`config.mk`:
```
export PLATFORM = sky130hd
export DESIGN_NAME = exu_seq_ctrl
export DESIGN_NICKNAME = d
export VERILOG_FILES = /design/src/rtl/exu_seq_ctrl.sv
export SDC_FILE = /design/constraint.sdc
export NUM_CORES = 1
export LEC_CHECK = 0
export CAP_MARGIN = 25
export CORE_AREA = 2 2 237 239
export DETAILED_ROUTE_END_ITERATION = 10
export DIE_AREA = 0 0 239 241
export PLACE_DENSITY = 0.49
export SYNTH_ARGS = -nofsm -noshare
export SYNTH_HDL_FRONTEND = slang
export SYNTH_SLANG_ARGS = --single-unit
```
`constraint.sdc`:
```
create_clock -name clk -period 13.3 [get_ports clk]
set_input_delay 1.995 -clock clk [delete_from_list [all_inputs] [get_ports clk]]
set_output_delay 1.995 -clock clk [all_outputs]
set_load 0.01 [all_outputs]
```
`src/rtl/exu_seq_ctrl.sv`:
```
// Execute-stage sequencer: routes one decoded op at a time to the shared ALU or to an
// external mul/div unit, then holds the result for writeback under valid/ready backpressure.
module exu_seq_ctrl #(
   parameter int XLEN          = 64,
   parameter int MD_MAX_CYCLES = 80,
   parameter int CNT_W         = 7
) (
   input  logic            clk,
   input  logic            reset,

   input  logic            issue_valid_i,
   output logic            issue_ready_o,
   input  logic            issue_is_md_i,
   input  logic [3:0]      issue_func_i,
   input  logic            issue_word_op_i,
   input  logic [XLEN-1:0] issue_opr_a_i,
   input  logic [XLEN-1:0] issue_opr_b_i,
   input  logic [4:0]      issue_rd_i,

   output logic            alu_valid_o,
   output logic [3:0]      alu_func_o,
   output logic            alu_word_op_o,
   output logic [XLEN-1:0] alu_opr_a_o,
   output logic [XLEN-1:0] alu_opr_b_o,
   input  logic            alu_valid_i,
   input  logic [XLEN-1:0] alu_res_i,

   output logic            md_start_o,
   output logic [3:0]      md_func_o,
   output logic [XLEN-1:0] md_opr_a_o,
   output logic [XLEN-1:0] md_opr_b_o,
   input  logic            md_done_i,
   input  logic [XLEN-1:0] md_res_i,
   output logic            md_kill_o,

   input  logic            flush_i,

   output logic            wb_valid_o,
   input  logic            wb_ready_i,
   output logic [4:0]      wb_rd_o,
   output logic [XLEN-1:0] wb_data_o,

   output logic            md_timeout_o
);

   localparam logic [2:0] IDLE     = 3'd0;
   localparam logic [2:0] ALU_EXEC = 3'd1;
   localparam logic [2:0] MD_START = 3'd2;
   localparam logic [2:0] MD_WAIT  = 3'd3;
   localparam logic [2:0] RESP     = 3'd4;

   localparam logic [CNT_W-1:0] WD_LIMIT = CNT_W'(MD_MAX_CYCLES);

   logic [2:0]      state;
   logic [2:0]      state_next;
   logic [3:0]      func;
   logic            word_op;
   logic [XLEN-1:0] opr_a;
   logic [XLEN-1:0] opr_b;
   logic [4:0]      rd;
   logic [XLEN-1:0] result;
   logic [XLEN-1:0] result_next;
   logic            result_load;
   logic [CNT_W-1:0] wd_cnt;
   logic [CNT_W-1:0] wd_cnt_inc;
   logic            wd_fire;
   logic            timeout;
   logic            handshake;
   logic [XLEN-1:0] md_res_ext;

   assign issue_ready_o = ~flush_i & ((state == IDLE) | ((state == RESP) & wb_ready_i));
   assign handshake     = issue_valid_i & issue_ready_o;

   // Counter holds cycles elapsed since md_start_o minus one, so the limit is hit
   // exactly MD_MAX_CYCLES cycles after the start pulse.
   assign wd_cnt_inc = wd_cnt + 1'b1;
   assign md_res_ext = word_op ? {{(XLEN-32){md_res_i[31]}}, md_res_i[31:0]} : md_res_i;

   always_comb begin
      // NOTE: every signal written here gets a default first so no path leaves it
      // unassigned, which would otherwise infer a latch.
      state_next  = state;
      result_load = 1'b0;
      result_next = result;
      wd_fire     = 1'b0;
      case (state)
         IDLE: begin
            if (handshake) state_next = issue_is_md_i ? MD_START : ALU_EXEC;
         end
         ALU_EXEC: begin
            if (alu_valid_i) begin
               result_load = 1'b1;
               result_next = alu_res_i;
               state_next  = RESP;
            end
         end
         MD_START: begin
            state_next = MD_WAIT;
         end
         MD_WAIT: begin
            if (md_done_i) begin
               result_load = 1'b1;
               result_next = md_res_ext;
               state_next  = RESP;
            end else if (wd_cnt_inc == WD_LIMIT) begin
               wd_fire     = 1'b1;
               result_load = 1'b1;
               result_next = '1;
               state_next  = RESP;
            end
         end
         RESP: begin
            if (wb_ready_i) begin
               if (handshake) state_next = issue_is_md_i ? MD_START : ALU_EXEC;
               else           state_next = IDLE;
            end
         end
         default: state_next = IDLE;
      endcase
      // Flush overrides everything, including a watchdog expiry in the same cycle.
      if (flush_i) begin
         state_next  = IDLE;
         result_load = 1'b0;
         wd_fire     = 1'b0;
      end
   end

   always_ff @(posedge clk or posedge reset) begin
      if (reset) begin
         state   <= IDLE;
         func    <= '0;
         word_op <= 1'b0;
         opr_a   <= '0;
         opr_b   <= '0;
         rd      <= '0;
         result  <= '0;
         wd_cnt  <= '0;
         timeout <= 1'b0;
      end else begin
         // NOTE: non-blocking assignments so every register samples pre-edge values,
         // independent of statement order.
         state <= state_next;
         if (handshake) begin
            func    <= issue_func_i;
            word_op <= issue_word_op_i;
            opr_a   <= issue_opr_a_i;
            opr_b   <= issue_opr_b_i;
            rd      <= issue_rd_i;
         end
         if (result_load) result <= result_next;
         if (state == MD_START)     wd_cnt <= '0;
         else if (state == MD_WAIT) wd_cnt <= wd_cnt_inc;
         if (wd_fire) timeout <= 1'b1;
      end
   end

   assign alu_valid_o   = (state == ALU_EXEC);
   assign alu_func_o    = func;
   assign alu_word_op_o = word_op;
   assign alu_opr_a_o   = opr_a;
   assign alu_opr_b_o   = opr_b;

   assign md_start_o = (state == MD_START) & ~flush_i;
   assign md_func_o  = func;
   assign md_opr_a_o = opr_a;
   assign md_opr_b_o = opr_b;
   assign md_kill_o  = (flush_i & ((state == MD_START) | (state == MD_WAIT))) | wd_fire;

   // x0 is hardwired to zero, so its writeback data is forced to zero.
   assign wb_valid_o   = (state == RESP);
   assign wb_rd_o      = rd;
   assign wb_data_o    = (rd == 5'd0) ? '0 : result;
   assign md_timeout_o = timeout;

endmodule

```
======== After elaboration in Yosys (flattened, before gate mapping) ========
Cells that the tools add are included.
operators by class
  mux-type cells .......................... 25
  bitwise operators ....................... 9
  add/sub/neg operators ................... 1
  reductions and logical operators ........ 6
  eq/ne operators ......................... 11
operators with widths
  cell                                                              count
  64-bit two-way mux                                                5
  64-bit one-hot mux with 2 select lines                            1
  3-bit two-way mux                                                 6
  3-bit one-hot mux with 5 select lines                             1
  7-bit two-way mux                                                 2
  4-bit AND reduction                                               2
  7-bit by 1-bit adder with 7-bit output (second input constant)    1
  7-bit == test (second input constant)                             1
  1-bit two-way mux                                                 7
  3-bit by 2-bit == test with 1-bit output (second input constant)  2
  3-bit != test (second input constant)                             2
  1-bit bitwise AND                                                 5
  5-bit zero test                                                   1
  2-bit two-way mux                                                 2
  4-bit != test (second input constant)                             1
  2-bit nonzero test                                                2
  3-bit by 1-bit == test with 1-bit output (second input constant)  1
  3-bit == test (second input constant)                             1
  3-bit zero test                                                   1
  3-bit by 1-bit != test with 1-bit output (second input constant)  1
  3-bit by 2-bit != test with 1-bit output (second input constant)  1
  1-bit bitwise OR                                                  3
  2-bit by 1-bit != test with 1-bit output (second input constant)  1
  1-bit one-hot mux with 2 select lines                             1
  1-bit NOT                                                         1
storage, ports and cells
  output and inout bits ................... 340
  flip-flop bits (word level) ............. 213
  word-level logic and storage cells ...... 61

======== Longest topological paths before layout ========
Gate-level depths: netlist of run 1.
  word-level depth ........................ 9
  gate-level depth with buffers ........... 8
  depth with buffers taken out ............ 5

======== Worst setup path before layout of run 1 ========
OpenSTA, ideal clock, no wires.
  kind .................................... input-to-output
  start ................................... in flush_i
  end ..................................... out issue_ready_o
  slack ................................... 8.690 ns
  stages .................................. 3
  arrival time ............................ 2.615 ns
  path buffers ............................ 1
  data required time ...................... 11.305 ns
  cells stage by stage .................... clkbuf_1 or3_4 nor2_4
between the ends
  word-level cells in the longest chain between the ends .. 2
ends and longest elaborated chain
  element             RTL line  RTL
  start: declaration  36        input logic flush_i,
  1-bit NOT           71        assign issue_ready_o = ~flush_i & ((state == IDLE) | ((state == RESP) & wb_ready_i));
  1-bit bitwise AND   71
  end: declaration    12        output logic issue_ready_o,
Every way passes these cells.

======== Final worst setup path of run 1 ========
Same ends and word-level chain as after synthesis.

==> results of run 1 <==
==> power groups by stage <==
| stage | sequential [uW] | clock [uW] | combinational (uW) |
|---|---|---|---|
| after CTS | 1130 | 833 | 1840 |
| after global placement | 1130 | 0 | 1840 |
| final | 1120 | 799 | 1800 |
| after floorplan | 1130 | 0 | 887 |
| after global routing | 1160 | 859 | 1910 |
| after detailed placement | 1130 | 0 | 1830 |
==> through the flow <==
stage / instance area (um^2) / setup WS [ns] / total power (uW)
4_1_cts: 18090 / 7.621 / 3803
3_5_place_dp: 17100 / 7.623 / 2964
3_3_place_gp: 17060 / 7.636 / 2964
6_report: 18090 / 7.627 / 3728
5_1_grt: 18090 / 7.527 / 3933
2_1_floorplan: 11380 / 5.482 / 2021
==> Yosys cell counts, drive strengths merged, types with 2 or more instances <==
library cell	n
nand3b	2
nor2b	65
a31oi	32
buf	158
inv	37
nand2b	4
and3	2
o21ai	43
nor3	4
mux2	203
nor2	44
nand2	40
a22o	3
nand3	2
clkbuf	32
dfrtp	213
a21oi	35
==> flip-flops by register name (all words and copies together), names as in the netlist <==
signal	count
alu_opr_b_o	64
alu_word_op_o	1
state	3
alu_opr_a_o	64
result	64
md_timeout_o	1
wd_cnt	7
alu_func_o	4
wb_rd_o	5
==> worst max path at each step <==
stage / end / slack (ns) / cells past startpoint
finish: issue_ready_o / 7.63 / 4
global route: md_kill_o / 7.53 / 6
CTS: issue_ready_o / 7.62 / 4
detailed placement: issue_ready_o / 7.62 / 4
global placement: issue_ready_o / 7.64 / 4
floorplan: alu_func_o[0] / 5.48 / 1
==> placed cells by master (no fill, tap or decap), drive strengths merged, types with 9 or more instances in the layout <==
cell type | Yosys | routed
clkdlybuf4s50 | 0 | 613
a21oi | 35 | 35
nor2b | 65 | 65
a31oi | 32 | 32
dfrtp | 213 | 213
mux2 | 203 | 203
buf | 158 | 9
inv | 37 | 37
nand2 | 40 | 40
o21ai | 43 | 43
nor2 | 44 | 44
clkbuf | 32 | 42
==> layer usage <==
metal | GRT usage | part of all wire | vias to the layer above
li1 | - | - | 3967
met1 | 0.1588 | 0.39 | 4122
met2 | 0.2363 | 0.50 | 351
met3 | 0.04301 | 0.085 | 40
met4 | 0.03977 | 0.023 | 4
met5 | 0 | 0.00055 | -
==> worst max-delay path, stage by stage <==
cell and delay (ns):
clkdlybuf4s50_1 0.57, or3_4 0.42, nor2_4 0.13, clkdlybuf4s50_1 0.56
==> cells by family (layout without fill, tap and decap cells) <==
logic type | after synthesis | in the layout | synth area share
buf+inv | 227 | 711 | 0.1373
flops | 213 | 213 | 0.4683
other cells | 0 | 2 | 0
compound gates | 121 | 121 | 0.06189
simple gates | 173 | 173 | 0.08025
mux | 204 | 204 | 0.2512
fa+ha+maj | 1 | 1 | 0.001099
==> area by class of cell <==
cell class	instances	area, um^2
Clock inverter	10	132.6
Sequential cell	213	5330
Inverter	37	146.4
Timing Repair Buffer	622	6241
Fill cell	5522	36780
Clock buffer	42	854.6
Multi-Input combinational cell	499	4503
Tap cell	704	880.8
Antenna cell	2	5.005
==> run metrics, run 1 <==
P_leak 0.007817 uW; Worst VDD drop 75.70 uV; Routed Antenna Nets 0; Num CTS Buffers 29; first-pass GRT wire length 58.57 mm; clk slew on worst S/H paths 0.05 ns; Die Area 57,600 um^2; maxcap violations 0; Total GRT Usage 0.1354; Finished Layout Cells 2,129; Net Count, Synth 1,214; hold endpoint result[30]; Worst Path Required 11.31 ns; Post-CTS Setup Inserts 0; Yosys top cell by area dfrtp_1; clk sink count 213; FF-to-FF path depth 6; Nets 1,677; Rows 86; root buf cell clkbuf_16; final hold violation count 0; core box area 54,880 um^2; CP Capture Type output port; CP Launch Type input port; crit path from flush_i; worst clock skew 0.01544 ns; synthesized cell area 11,380 um^2; Remaining DRCs 0; logic gate share of total power 0.484; number of I/O port buffers 613; Final setup viols 0; Total Negative Setup Slacks 0 ns; Reg power frac 0.302; Hold WS 0.4789 ns; switching share of power 0.3214; Worst Path Arrival 3.68 ns; drt first pass iters 4; flop2flop setup slack 10.49 ns; placed cell count 2,075; top cell type's share of synthesized area 0.4683; Worst Hold Class flip-flop to flip-flop; Initial Util 0.2074; cells after synthesis 939; height of the chip 241 um; min-delay src result[30]; largest net degree at the start of global routing 110; Area contributors post-synth dfrtp_1 (47%), mux2_4 (20%), buf_4 (8.8%), nor2b_1 (3.6%), mux2_1 (2.9%); Fmax 176.3 MHz; Max FO, Critical Path 8; fin util 0.3297; Least-Margin Pin Slew 1.029 ns; io pins 614; Die X 239 um; status complete, no violations; kind of critical path input port to output port; pwr dens 206.0 nW/um^2; Reg2Reg Capture Point result[28]; Mean Syn Cell Area 12.12 um^2; Synth Register Bits 213; RSZ-0062 raised after global routing no; synth unique cells 45; min Tclk post-route 5.673 ns; FFs w/ async S/R, synth 1.000; top_reg_cell synth dfrtp_1; vias 8,484; initial antenna violation count 4; # H-tree levels 1; DRT Wirelength 41.49 mm; slew margin rel. 0.3129; Skew-Pair Late Insertion Delay 0.55 ns; post_cts resized 0; cell internal pwr 2530 uW; gpl congestion 0.7857; CTS max path bufs 3; Sw Pwr 1198 uW; initial DRC count 357; placed wire-length estimate 31.69 mm; Seq/Total Area, Yosys 0.4683; final period utilization 0.4266; ratio of cells with drive above 1 in the final layout 0.1694; YS warnings 0; gr ovfl total 0; clock power share 0.214; final slew viol count 0; Post-synth EDFFs 0; CTS tree done; vias per cell 3.985; vias in the first global route 8,678; Layout Area Growth over Synthesis 58.96%; wire per inst 19.49 um; Worst Hold Depth 1; Hold Buf Count CTS 0; worst r2r src wd_cnt[0]
Power figures use the tool's default switching activity.
==> inputs of run 2 (changes only) <==
Clock period 13.3 ns to 5.88 ns, I/O delays scaled along.
==> run 2 against run 1 <==
Net effect:
- core utilization about the same
- sequential share of layout area is essentially flat
- register-to-register slack got worse by 7.3 ns
- clock power is 110% higher
- critical endpoint is now wb_data_o[34]
==> run metrics, run 2 (synthesis gave the netlist of run 1 again) <==
Least-Margin Pin Slew 0.8056 ns (was 1.029 ns); finished layout cell area 18,100 um^2 (was 18,090 um^2); fillers 5,524 (was 5,522); Max FO, Critical Path 64 (was 8); io pins 614 (unchanged); Routed Antenna Nets 0 (unchanged); wire per inst 19.53 um (was 19.49 um); hold endpoint result[29] (was result[30]); final period utilization 0.6523; gr ovfl total 0 (unchanged); Remaining DRCs 0 (unchanged); Total Negative Setup Slacks 0 ns (unchanged); # H-tree levels 1 (unchanged); switching share of power 0.3208 (was 0.3214); CP Cell Sequence or4_1 -> nor2_4 -> buf_4 -> nor2b_1 -> clkdlybuf4s50_1 (was clkdlybuf4s50_1 -> or3_4 -> nor2_4 -> clkdlybuf4s50_1); setup ws final 2.045 ns (was 7.627 ns); CTS tree done (unchanged); maxcap violations 0 (unchanged); clk slew on worst S/H paths 0.05 ns (about the same); root buf cell clkbuf_16 (unchanged); core box area 54,880 um^2 (unchanged); largest net degree at the start of global routing 95 (was 110); CP max-delay cell or4_1 (was clkdlybuf4s50_1); Worst Path Arrival 2.95 ns (was 3.68 ns); cell internal pwr 5659 uW (was 2530 uW); Die Area 57,600 um^2 (unchanged); status complete, no violations (unchanged); Post-CTS Setup Inserts 0 (unchanged); pwr dens 460.4 nW/um^2 (was 206.0 nW/um^2); vias in the first global route 8,731 (was 8,678); CTS max path bufs 3 (unchanged); Skew-Pair Late Insertion Delay 0.55 ns (about the same); Total GRT Usage 0.1362 (was 0.1354); flop2flop setup slack 3.17 ns (was 10.49 ns); min-delay src result[29] (was result[30]); worst clock skew 0.01325 ns (was 0.01544 ns); family with the most delay on the worst path buffers and inverters (unchanged); Fmax 260.7 MHz; RSZ-0062 raised after global routing no (unchanged); Worst Hold Depth 1 (unchanged); CP Capture Type output port (unchanged); fin util 0.3298 (was 0.3297); vias per cell 4.003 (was 3.985); Final setup viols 0 (unchanged); placed wire-length estimate 31.98 mm (was 31.69 mm); Layout Area Growth over Synthesis 59.01% (was 58.96%); logic gate share of total power 0.489 (was 0.484); Hold Buf Count CTS 0 (unchanged); Initial Util 0.2074 (unchanged); post_cts resized 0 (unchanged); vias 8,522 (was 8,484); Nets 1,679 (was 1,677); Rows 86 (unchanged); initial DRC count 303 (was 357); Critical Path Max Stage Delay 0.58 ns (was 0.57 ns); drt first pass iters 4 (unchanged); ratio of cells with drive above 1 in the final layout 0.1680 (was 0.1694); Num CTS Buffers 28 (was 29); kind of critical path flip-flop to output port (was input port to output port); min Tclk post-route 3.835 ns; first-pass GRT wire length 58.82 mm (was 58.57 mm); final slew viol count 0 (unchanged); FF-to-FF path depth 7 (was 6); clk sink count 213 (unchanged); Die X 239 um (unchanged); initial antenna violation count 6 (was 4); gpl congestion 0.7893 (was 0.7857); worst r2r src wd_cnt[0] (unchanged); CP Launch Type flip-flop (was input port); Reg power frac 0.306 (was 0.302); number of I/O port buffers 613 (unchanged); Worst Path Required 5.00 ns (was 11.31 ns); Sw Pwr 2673 uW (was 1198 uW); final hold violation count 0 (unchanged); Worst Hold Class flip-flop to flip-flop (unchanged); P_leak 0.007824 uW (was 0.007817 uW); DP Area 17,150 um^2 (was 17,100 um^2); highest-count cells in the layout ignoring fill and taps clkdlybuf4s50_1 (613), dfrtp_1 (213), mux2_4 (150), nor2b_1 (65), o21ai_0 (42) (unchanged); commonest non-fill, non-tap cell in the layout clkdlybuf4s50_1 (unchanged); clock power share 0.204 (was 0.214); height of the chip 241 um (unchanged); Worst VDD drop 202.8 uV (was 75.70 uV); slew margin rel. 0.4629 (was 0.3129); Reg2Reg Capture Point result[40] (was result[28]); DRT Wirelength 41.58 mm (was 41.49 mm); Crit path buffers/inverters 2 (unchanged); dpl ws 2.239 ns (was 7.623 ns)
-- run 2: cell count changes in the layout (fill, tap and decap cells not counted), sizes merged --
cell / previous run / this run
buf: 9 / 12
clkbuf: 42 / 45
bufinv: 3 / 1
clkinvlp: 3 / 1
clkinv: 4 / 3
inv: 37 / 36
-- run 2: power groups by stage --
stage | Clock [uW] | Sequential [uW] | Combinational (uW)
2_1_floorplan | 0 | 2570 | 2010
3_3_place_gp | 0 | 2570 | 4120
3_5_place_dp | 0 | 2580 | 4130
4_1_cts | 1770 | 2570 | 4140
5_1_grt | 1830 | 2640 | 4320
6_report | 1700 | 2550 | 4080
-- run 2: final cells by class --
type                            instances  area (um^2)  area share
Inverter                               37        142.6    0.007881
Tap cell                              704        880.8     0.04867
Multi-Input combinational cell        499         4503      0.2488
Sequential cell                       213         5330      0.2945
Clock inverter                          4        45.04    0.002489
Antenna cell                            2        5.005   0.0002765
Timing Repair Buffer                  625         6316      0.3490
Clock buffer                           45        875.8     0.04839
-- run 2: how the worst max path moves through the flow --
stage | cells past startpoint | start | slack, ns | end
3_5_place_dp | 8 | md_done_i | 2.24 | result[39]
5_1_grt | 5 | wb_rd_o[1] | 1.87 | wb_data_o[34]
6_report | 5 | wb_rd_o[1] | 2.04 | wb_data_o[34]
4_1_cts | 5 | wb_rd_o[1] | 1.95 | wb_data_o[34]
2_1_floorplan | 1 | reset | 2.23 | alu_func_o[0]
3_3_place_gp | 7 | md_done_i | 2.05 | result[39]
-- run 2: worst register-to-register path, stage by stage, from the launching register on --
cell      delay (ns)
dfrtp_1         0.41
ha_1            0.24
nand4b_1        0.17
a2111o_1        0.49
nor2_4          0.11
buf_4           0.44
buf_16          0.32
mux2_2          0.41
-- run 2: stage by stage --
step / hold WS, ns / instances / power (uW)
floorplan: 0.4495 / 939 / 4572
global placement: 0.4609 / 2075 / 6690
detailed placement: 0.4691 / 2077 / 6709
CTS: 0.4839 / 2126 / 8486
global route: 0.4874 / 2127 / 8796
finish: 0.4808 / 2129 / 8332
-- run 2: metal layers --
layer | up-vias | part of all wire | track usage
met5 | - | 0.0012 | 0
met4 | 8 | 0.020 | 0.03277
met3 | 45 | 0.087 | 0.04770
met2 | 344 | 0.50 | 0.2442
met1 | 4142 | 0.39 | 0.1543
li1 | 3983 | - | -
==> inputs of run 3 (changes only) <==
Clock period 5.88 ns to 3.9 ns, I/O delays scaled along.
==> run 3 against run 2 <==
Net effect:
- final cell count increased by 0.14%
- combinational power increased by 50%
- clock power increased by 47%
- hold slack got worse by 0.013 ns
- power increased by 50%
- setup slack got worse by 1.4 ns
- critical path depth unchanged
- via count decreased by 0.36%
- cell area about the same
- sequential cell count unchanged
- die area unchanged
- critical path type unchanged
==> run metrics, run 3 (synthesis gave the netlist of run 1 again) <==
Hold Buf Count CTS 0 (unchanged); height of the chip 241 um (unchanged); commonest non-fill, non-tap cell in the layout clkdlybuf4s50_1 (unchanged); Num CTS Buffers 27 (was 28); CTS tree done (unchanged); Rows 86 (unchanged); clk slew on worst S/H paths 0.06 ns (was 0.05 ns); slew margin rel. 0.4439 (was 0.4629); maxcap violations 0 (unchanged); Total Negative Setup Slacks 0 ns (unchanged); final period utilization 0.8289; core box area 54,880 um^2 (unchanged); ratio of cells with drive above 1 in the final layout 0.1704 (was 0.1680); gr ovfl total 0 (unchanged); drt first pass iters 5 (was 4); Sw Pwr 4048 uW (was 2673 uW); Die Area 57,600 um^2 (unchanged); Initial Util 0.2074 (unchanged); Die X 239 um (unchanged); vias 8,491 (was 8,522); initial antenna violation count 5 (was 6); cell internal pwr 8454 uW (was 5659 uW); Remaining DRCs 0 (unchanged); clock power share 0.200 (was 0.204); Total GRT Usage 0.1363 (was 0.1362); number of I/O port buffers 613 (unchanged); io pins 614 (unchanged); highest-count cells in the layout ignoring fill and taps clkdlybuf4s50_1 (613), dfrtp_1 (213), mux2_4 (150), nor2b_1 (65), o21ai_0 (42) (unchanged); Nets 1,684 (was 1,679); GRT Max-Usage Layer met2 (unchanged); CTS max path bufs 3 (unchanged); root buf cell clkbuf_16 (unchanged); vias per cell 3.983 (was 4.003); Fmax 309.3 MHz; Final setup viols 0 (unchanged); Hold WS 0.4673 ns (was 0.4808 ns); final hold violation count 0 (unchanged); met1 Use GR 0.1539 (was 0.1543); switching share of power 0.3238 (was 0.3208); Routed Antenna Nets 0 (unchanged); initial DRC count 299 (was 303); met3 usage in global routing 0.04541 (was 0.04770); post_cts resized 0 (unchanged); Post-CTS Setup Inserts 0 (unchanged); Reg power frac 0.309 (was 0.306); first-pass GRT wire length 58.62 mm (was 58.82 mm); DRT Wirelength 41.93 mm (was 41.58 mm); M2 GR Usage 0.2431 (was 0.2442); logic gate share of total power 0.491 (was 0.489); placed wire-length estimate 32.33 mm (was 31.98 mm); vias in the first global route 8,809 (was 8,731); status complete, no violations (unchanged); worst clock skew 0.01066 ns (was 0.01325 ns); wire per inst 19.67 um (was 19.53 um); kind of critical path flip-flop to output port (unchanged); clk sink count 213 (unchanged); FF-to-FF path depth 5 (was 7); Layout Area Growth over Synthesis 58.93% (was 59.01%); Worst VDD drop 276.8 uV (was 202.8 uV); fin util 0.3296 (was 0.3298); Max FO, Critical Path 64 (unchanged); Skew-Pair Late Insertion Delay 0.56 ns (was 0.55 ns); final slew viol count 0 (unchanged); largest net degree at the start of global routing 112 (was 95); P_leak 0.007821 uW (was 0.007824 uW); Least-Margin Pin Slew 0.8332 ns (was 0.8056 ns); CP Launch Type flip-flop (unchanged); gpl congestion 0.7895 (was 0.7893); Worst Path Arrival 2.65 ns (was 2.95 ns); CP Capture Type output port (unchanged); min Tclk post-route 3.233 ns; # H-tree levels 1 (unchanged); Worst Hold Class input port to async pin (was flip-flop to flip-flop); Worst Path Required 3.31 ns (was 5.00 ns); pwr dens 691.1 nW/um^2 (was 460.4 nW/um^2); RSZ-0062 raised after global routing no (unchanged)
run 3: power groups by stage:
stage / clock network [uW] / logic [uW] / registers, uW
after floorplan: 0 / 3020 / 3870
after global placement: 0 / 6230 / 3890
after detailed placement: 0 / 6240 / 3900
after CTS: 2610 / 6270 / 3890
after global routing: 2680 / 6500 / 4000
final: 2500 / 6140 / 3860
run 3: stage by stage:
step	area (um^2)	total power [uW]	worst slack, ns	instances
finish	18090	12500	0.6671	2132
global route	18080	13180	0.5555	2130
CTS	18060	12760	0.5970	2129
detailed placement	17200	10140	0.7840	2083
global placement	17200	10120	0.8270	2083
floorplan	11390	6893	0.5448	939
run 3: final timing paths:
| path | startpoint | endpoint | slack, ns |
|---|---|---|---|
| setup reg to reg | state[0] | alu_opr_a_o[25] | 1.42 |
| max in group asynchronous | reset | alu_opr_b_o[59] | 2.36 |
| setup / recovery | wb_rd_o[1] | wb_data_o[56] | 0.67 |
| min in group clk | md_timeout_o | md_timeout_o | 0.47 |
| hold reg to reg | md_timeout_o | md_timeout_o | 0.47 |
| hold / removal | reset | wb_rd_o[3] | 0.47 |
run 3: final cells by class:
cell class | count | area (um^2)
tap | 704 | 880.8
fill | 5464 | 36790
clock inverter | 7 | 88.84
sequential | 213 | 5330
clock buffer | 39 | 780.7
timing repair buffer | 631 | 6359
antenna | 2 | 5.005
multi-input combinational | 499 | 4503
inverter | 37 | 142.6
run 3: critical path, stage by stage, from the launching register on:
cell             delay [ns]
dfrtp_1                0.38
or4_1                  0.58
nor2_4                 0.13
buf_12                 0.26
nor2b_1                0.11
clkdlybuf4s50_1        0.55
run 3: routing by layer:
metal	share of wire	routed length [um]	vias to the layer above
li1	-	-	3989
met1	0.39	16240	4118
met2	0.50	21100	330
met3	0.085	3571	48
met4	0.023	965	6
met5	0.00098	41	-
